--- src/rtl/freq_gate_ctrl.sv ---
// Gate-time sequencer for the frequency counter: counts synchronised rising edges of
// `signal` over a fixed window, then converts the count to packed BCD by double-dabble.
module freq_gate_ctrl #(
  parameter int unsigned GATE_CYCLES = 100_000_000,
  parameter int unsigned CNT_MAX     = 9999
) (
  input  logic        clk,
  input  logic        reset,
  input  logic        signal,
  input  logic        enable,
  output logic [15:0] bcd,
  output logic        valid,
  output logic        overflow,
  output logic        busy
);

  typedef enum logic [1:0] {IDLE, GATE, CONV, DONE} state_e;

  localparam logic [26:0] GATE_LAST = 27'(GATE_CYCLES - 1);
  localparam logic [13:0] CNT_SAT   = 14'(CNT_MAX);
  localparam logic [3:0]  ITER_LAST = 4'd13;

  state_e      state_q, state_d;
  logic        s1_q, s2_q, s3_q;
  logic        edge_w;
  logic [26:0] gate_cnt_q, gate_cnt_d;
  logic [13:0] edge_cnt_q, edge_cnt_d;
  logic        ovf_q, ovf_d;
  logic [29:0] shift_q, shift_d;
  logic [29:0] dabble_w;
  logic [15:0] adj_w;
  logic [3:0]  iter_q, iter_d;
  logic [15:0] bcd_q, bcd_d;
  logic        overflow_q, overflow_d;

  assign edge_w = s2_q & ~s3_q;

  // One double-dabble step: bias every BCD nibble >= 5 by 3, then shift the whole register.
  for (genvar gi = 0; gi < 4; gi++) begin : g_nib
    assign adj_w[gi*4 +: 4] = (shift_q[14 + gi*4 +: 4] >= 4'd5) ?
                              shift_q[14 + gi*4 +: 4] + 4'd3 :
                              shift_q[14 + gi*4 +: 4];
  end
  assign dabble_w = {adj_w, shift_q[13:0]} << 1;

  // State register
  always_ff @(posedge clk) begin
    if (reset) begin
      state_q <= IDLE;
    end else begin
      state_q <= state_d;
    end
  end

  // Next-state logic; abort has priority over the end of the gate window
  always_comb begin
    state_d = state_q;
    case (state_q)
      IDLE: if (enable) state_d = GATE;
      GATE: begin
        if (!enable) begin
          state_d = IDLE;
        end else if (gate_cnt_q == GATE_LAST) begin
          state_d = CONV;
        end
      end
      CONV: if (iter_q == ITER_LAST) state_d = DONE;
      DONE: state_d = enable ? GATE : IDLE;
      default: state_d = IDLE;
    endcase
  end

  // Output logic
  always_comb begin
    busy     = (state_q != IDLE);
    valid    = (state_q == DONE);
    bcd      = bcd_q;
    overflow = overflow_q;
  end

  always_comb begin
    gate_cnt_d = gate_cnt_q;
    edge_cnt_d = edge_cnt_q;
    ovf_d      = ovf_q;
    shift_d    = shift_q;
    iter_d     = iter_q;
    bcd_d      = bcd_q;
    overflow_d = overflow_q;
    case (state_q)
      GATE: begin
        gate_cnt_d = (state_d == GATE) ? gate_cnt_q + 27'd1 : 27'd0;
        if (edge_w) begin
          if (edge_cnt_q >= CNT_SAT) begin
            ovf_d = 1'b1;
          end else begin
            edge_cnt_d = edge_cnt_q + 14'd1;
          end
        end
        // Load includes an edge seen in the final gate cycle
        if (state_d == CONV) begin
          shift_d = {16'd0, edge_cnt_d};
          iter_d  = 4'd0;
        end
      end
      CONV: begin
        shift_d = dabble_w;
        iter_d  = iter_q + 4'd1;
        if (iter_q == ITER_LAST) begin
          bcd_d      = dabble_w[29:14];
          overflow_d = ovf_q;
        end
      end
      default: begin
        gate_cnt_d = 27'd0;
        edge_cnt_d = 14'd0;
        ovf_d      = 1'b0;
      end
    endcase
  end

  always_ff @(posedge clk) begin
    if (reset) begin
      s1_q       <= 1'b0;
      s2_q       <= 1'b0;
      s3_q       <= 1'b0;
      gate_cnt_q <= 27'd0;
      edge_cnt_q <= 14'd0;
      ovf_q      <= 1'b0;
      shift_q    <= 30'd0;
      iter_q     <= 4'd0;
      bcd_q      <= 16'h0000;
      overflow_q <= 1'b0;
    end else begin
      s1_q       <= signal;
      s2_q       <= s1_q;
      s3_q       <= s2_q;
      gate_cnt_q <= gate_cnt_d;
      edge_cnt_q <= edge_cnt_d;
      ovf_q      <= ovf_d;
      shift_q    <= shift_d;
      iter_q     <= iter_d;
      bcd_q      <= bcd_d;
      overflow_q <= overflow_d;
    end
  end

endmodule

--- config.mk ---
export PLATFORM = sky130hd
export DESIGN_NAME = freq_gate_ctrl
export DESIGN_NICKNAME = d
export VERILOG_FILES = /design/src/rtl/freq_gate_ctrl.sv
export SDC_FILE = /design/constraint.sdc
export NUM_CORES = 1
export LEC_CHECK = 0
export BUFFER_PORTS_ARGS = -buffer_cell sky130_fd_sc_hd__clkbuf_2
export CORE_MARGIN = 5
export CORE_UTILIZATION = 28
export DETAILED_ROUTE_END_ITERATION = 10
export HOLD_SLACK_MARGIN = 0.08
export PLACE_DENSITY = 0.52
export SKIP_LAST_GASP = 1
export SLEW_MARGIN = 0
export SYNTH_ARGS = -nofsm -noshare
export SYNTH_HDL_FRONTEND = slang
export SYNTH_SLANG_ARGS = --single-unit
--- constraint.sdc ---
create_clock -name clk -period 2.8 [get_ports clk]
set_clock_uncertainty 0.2 [all_clocks]
set_input_delay 0.14 -clock clk [delete_from_list [all_inputs] [get_ports clk]]
set_output_delay 0.14 -clock clk [all_outputs]
set_load 0.1 [all_outputs]
## Word level (Yosys, flattened, before mapping)

Index checks and enable logic that the tools add are counted.

- Add/sub/neg operators: 7
- Multiply operators: 0
- Divide/modulo/power cells: 0
- $lt $le $gt $ge: 5
- Equality and inequality tests: 10
- Shift-type cells: 0
- Mux-type cells: 22
- Bitwise operators: 3
- Reductions and logical operators: 6

Operators with widths:

| cell | count |
|---|---|
| 30-bit case mux with 2 select lines | 1 |
| 27-bit case mux with 2 select lines | 1 |
| 30-bit two-way mux | 1 |
| 14-bit two-way mux | 2 |
| 14-bit case mux with 2 select lines | 1 |
| 27-bit by 1-bit adder with 27-bit output, second input constant | 1 |
| 27-bit == test, second input constant | 1 |
| 27-bit two-way mux | 1 |
| 4-bit by 3-bit >= comparator with 1-bit output, second input constant | 4 |
| 4-bit two-way mux | 4 |
| 14-bit by 1-bit adder with 14-bit output, second input constant | 1 |
| 14-bit >= comparator, second input constant | 1 |
| 4-bit by 2-bit adder with 4-bit output, second input constant | 3 |
| 2-bit two-way mux | 4 |
| 2-bit case mux with 4 select lines | 1 |
| 4-bit case mux with 2 select lines | 1 |
| 2-bit == test, second input constant | 3 |
| 2-bit != test, second input constant | 3 |
| 4-bit by 1-bit adder with 4-bit output, second input constant | 1 |
| 2-bit by 1-bit == test with 1-bit output, second input constant | 2 |
| 4-bit == test, second input constant | 1 |
| 2-bit AND reduction | 2 |
| 2-bit nonzero test | 2 |
| 3-bit by 2-bit adder with 3-bit output, second input constant | 1 |
| 7 further kinds | 10 |

- Register bits after elaboration: 98
- Latch bits: 0
- Bits in writable memories: 0
- ROM bits: 0
- Bits of input ports: 4
- Logic and storage cells: 64
- Memories kept: 0

## Longest topological paths before layout

- Depth in word-level cells: 7
- Mapped depth: 8
- Mapped depth without buffers: 7

## Worst setup path before layout

Ideal clock, no wire load.

- Path type: flip-flop to flip-flop
- Start point: register edge_cnt_q[4]
- End point: register edge_cnt_q[9]
- Setup time: 74 ps
- Arrival time: 2,207 ps
- Required time: 2,526 ps
- Path slack: 319 ps
- Stages on the path, launching flop included: 8
- Buffers on the path: 2
- Clock period less this slack: 2,481 ps
- Cells stage by stage: dfxtp_1 -> buf_6 -> or4_4 -> o211a_1 -> buf_6 -> or4b_4 -> or3_1 -> o21ai_0

- Word-level cells in the longest chain between the ends: 4

Ends and longest elaborated chain:

| what | RTL line | text |
|---|---|---|
| from (decl) | 27 | `logic [13:0] edge_cnt_q, edge_cnt_d;` |
| from (signal assigned) | 138 | `edge_cnt_q <= edge_cnt_d;` |
| 14-bit by 1-bit adder with 14-bit output / 14-bit >= comparator (equally long branches) | 96, 93 |  |
| 14-bit two-way mux * | 93 | `if (edge_cnt_q >= CNT_SAT) begin` |
| 14-bit two-way mux * | 92 | `if (edge_w) begin` |
| 14-bit case mux with 2 select lines * | 89 | `case (state_q)` |

Every way passes the cells marked *; elsewhere a longest branch is shown, timed or not.
A chain may end at the register's enable or synchronous reset.

## Worst setup path after layout

Ends and elaborated chain as after synthesis.

==> impl_metrics.ini <==
[routing]
wl_per_cell_um = 14.1
dr_total_vias = 4344
drc = 0
ant_nets = 0
avgViaCountPerCell = 5.21
drtIter0Drc = 290
routed_wl_mm = 11.7
drtPass1Iterations = 5

[place]
hpwl_mm = 8.14
dp_slack_ns = 0.235
place_congestion = 0.865
io_buffers = 22

[sta]
worstMarginPinSlew_ns = 0.760
setup_viol = 0
drv_slew = 0
final-hold-violation-count = 0
slew-limit-headroom_pct = 49.3
fin_crit_sh_pct = 92.3
rsz0062_at_grt = no
fmax_mhz = 387
fin_tns_setup_ns = 0
period_minus_slack_ns = 2.59
setup_ws_ns = 0.214

[clocking]
cts.sinks = 98
cts_resized = 0
clk_path_buf_depth = 2
insertion_delay_ns = 0.35
tritoncts = built
clock-root-buffer = clkbuf_16
cts_made_buffers = 9
clkTransAtPathRegs_ns = 0.07
h-tree-depth = 3

[setup_path]
r2r_start = edge_cnt_q[4]
ff2ff_setup_slack_ns = 0.21
crit_path_max_fanout = 10
worstPathRequired_ns = 2.87
crit_end = edge_cnt_q[9]
worstSetupPathType = flip-flop to flip-flop
arrival_ns = 2.66
critPathLaunch = edge_cnt_q[4]
reg2reg_depth = 5
r2r-end = edge_cnt_q[9]
critPathLaunchType = flip-flop
endpoint_kind = flip-flop

[job]
cap_violations = 0

[run_status]
status = complete, no violations

[worst_hold_path]
hold_path_class = flip-flop to flip-flop
min_path_cells = 1

[synthesis]
ys_top_cells_by_area = dfxtp_1 40%, a21oi_1 4.8%, o21ai_0 4.3%
avgSynthCellArea_um2 = 8.25
post-synth-top-area-cell = dfxtp_1
yosys-top-cells-count = 98 x dfxtp_1, 55 x nand2_1, 47 x a21oi_1, 42 x o21ai_0, 32 x nand3_1
synth_area_mm2 = 0.00486
synth-edff-count = 0
synth_top_area_share_pct = 40.4
syn-num-nets = 605
synth.distinct_cells = 51
synth.most_common_cell = dfxtp_1
synth-warning-count = 0
synth_seq_cells = 98
synthFlopType = dfxtp_1
async_flop_share_pct = 0
yosysSeqAreaShare_pct = 40.4
netlist_instances = 589

[floorplanning]
rows = 48
die_h_um = 142
die_width_um = 142
die-area_mm2 = 0.0201
io_pins = 23
core_mm2 = 0.0172
initial_utilization_pct = 28.3

[global_route]
grt_max_degree = 47
grt_usage_pct = 12.0
grt_pass1_vias = 4025
grt_pass1_wl_mm = 19.9
antenna_found_initial = 0
grt-ovfl-total = 0

[finish]
drive_above_1_share_pct = 10.7
fin_nets = 620
area_delta_synth_final_pct = 15.4
antenna_cells = 0

[power_and_ir_drop]
power_density_mw_per_mm2 = 508
power.leakage_nw = 1.93
irDropWorstVdd_v = 0.000296
## sequential cells by signal, summed over array words and instances (netlist names)
name	flops
bcd	16
edge_cnt_q	14
gate_cnt_q	27
iter_q	4
overflow	1
ovf_q	1
s1_q	1
s2_q	1
s3_q	1
shift_q	30
state_q	2
## metal layers
layer  up-vias  wire length [um]  track usage [%]
li1       2196                 -                -
met1      2052              5520             15.5
met2        80              5590             19.8
met3        16               394             2.09
met4         0               216             5.00
met5         -                 0                0
## layout by cell type (no fill, tap or decap), types with 2 or more instances in the layout
cell / synthesis / routed
nand4b_1: 4 / 4
inv_6: 0 / 3
xnor2_1: 14 / 14
a211oi_1: 14 / 14
nand2b_1: 14 / 14
a22oi_1: 3 / 3
a21o_1: 4 / 4
ha_1: 12 / 12
o31ai_1: 3 / 3
clkbuf_2: 0 / 22
inv_1: 17 / 17
and3_1: 7 / 7
nand3_1: 32 / 32
a311oi_1: 3 / 2
nor3b_1: 8 / 8
a21oi_1: 47 / 47
a31oi_1: 21 / 21
and2_1: 7 / 7
dlygate4sd3_1: 0 / 3
nor4_2: 2 / 2
buf_4: 0 / 15
nor2_1: 30 / 30
or3_1: 10 / 10
a22o_1: 13 / 13
bufinv_16: 0 / 2
dfxtp_1: 98 / 98
nand4_1: 11 / 11
nor4_1: 10 / 10
and4_1: 4 / 4
xor2_1: 6 / 6
o2bb2ai_1: 4 / 4
mux2i_1: 5 / 5
nor3_1: 25 / 25
nand2_1: 55 / 55
o21ai_0: 42 / 42
o211ai_1: 2 / 2
or2_2: 2 / 2
a41oi_1: 3 / 3
clkbuf_16: 0 / 9
nor2b_1: 7 / 6
## stage by stage
stage	hold WS (ns)	cell area, um2	power [mW]	utilization (%)	std cells
floorplan	0.0682	4860	1.48	-	589
global placement	0.151	5250	1.50	30.5	815
detailed placement	0.155	5250	1.50	30.5	815
CTS	0.243	5610	2.90	32.6	834
global route	0.271	5610	2.96	32.6	834
finish	0.239	5610	2.85	32.6	834
## kinds of logic (layout without fill, tap and decap cells)
| family | after synthesis | in the layout | synth area share [%] |
|---|---|---|---|
| and+or+nand+nor | 236 | 236 | 26.3 |
| AOI/OAI and AO/OA | 163 | 163 | 20.8 |
| DFF | 98 | 98 | 40.4 |
| buffers and inverters | 54 | 74 | 4.56 |
| xor gates and xnor gates | 20 | 20 | 3.60 |
| adders and majority gates | 12 | 12 | 3.09 |
| muxes | 6 | 6 | 1.26 |
## worst min path at each step
stage / to / from / slack, ns
detailed placement: s1_q / signal / 0.16
finish: s2_q / s1_q / 0.24
global placement: s1_q / signal / 0.15
global route: s2_q / s1_q / 0.27
CTS: s2_q / s1_q / 0.24
floorplan: s1_q / signal / 0.07
## power breakdown
group | leakage, nW | internal (mW) | switching, mW
clock network | 0.159 | 0.799 | 0.582
registers | 0.790 | 1.40 | 0.00263
logic | 0.983 | 0.0209 | 0.0507
## what timing repair did
| action | 4_1_cts | 5_1_grt |
|---|---|---|
| setup buffers | 0 | 0 |
| hold buffers | 3 | 0 |
| endpoints found under the hold margin | 9 | 0 |
## area by class of cell
type	instances	area, um2
Multi-Input combinational cell	437	2700
Clock buffer	9	225
Timing Repair Buffer	41	273
Sequential cell	98	1960
Inverter	17	63.8
Clock inverter	7	105
Tap cell	225	282
Fill cell	1842	11600
## critical path, stage by stage (launching register included)
cell,delay [ns]
dfxtp_1,0.38
or4_4,0.56
o211a_1,0.38
or4b_4,0.60
or3_1,0.32
o21ai_0,0.08
No activity file was read; power rests on OpenSTA's default activity.
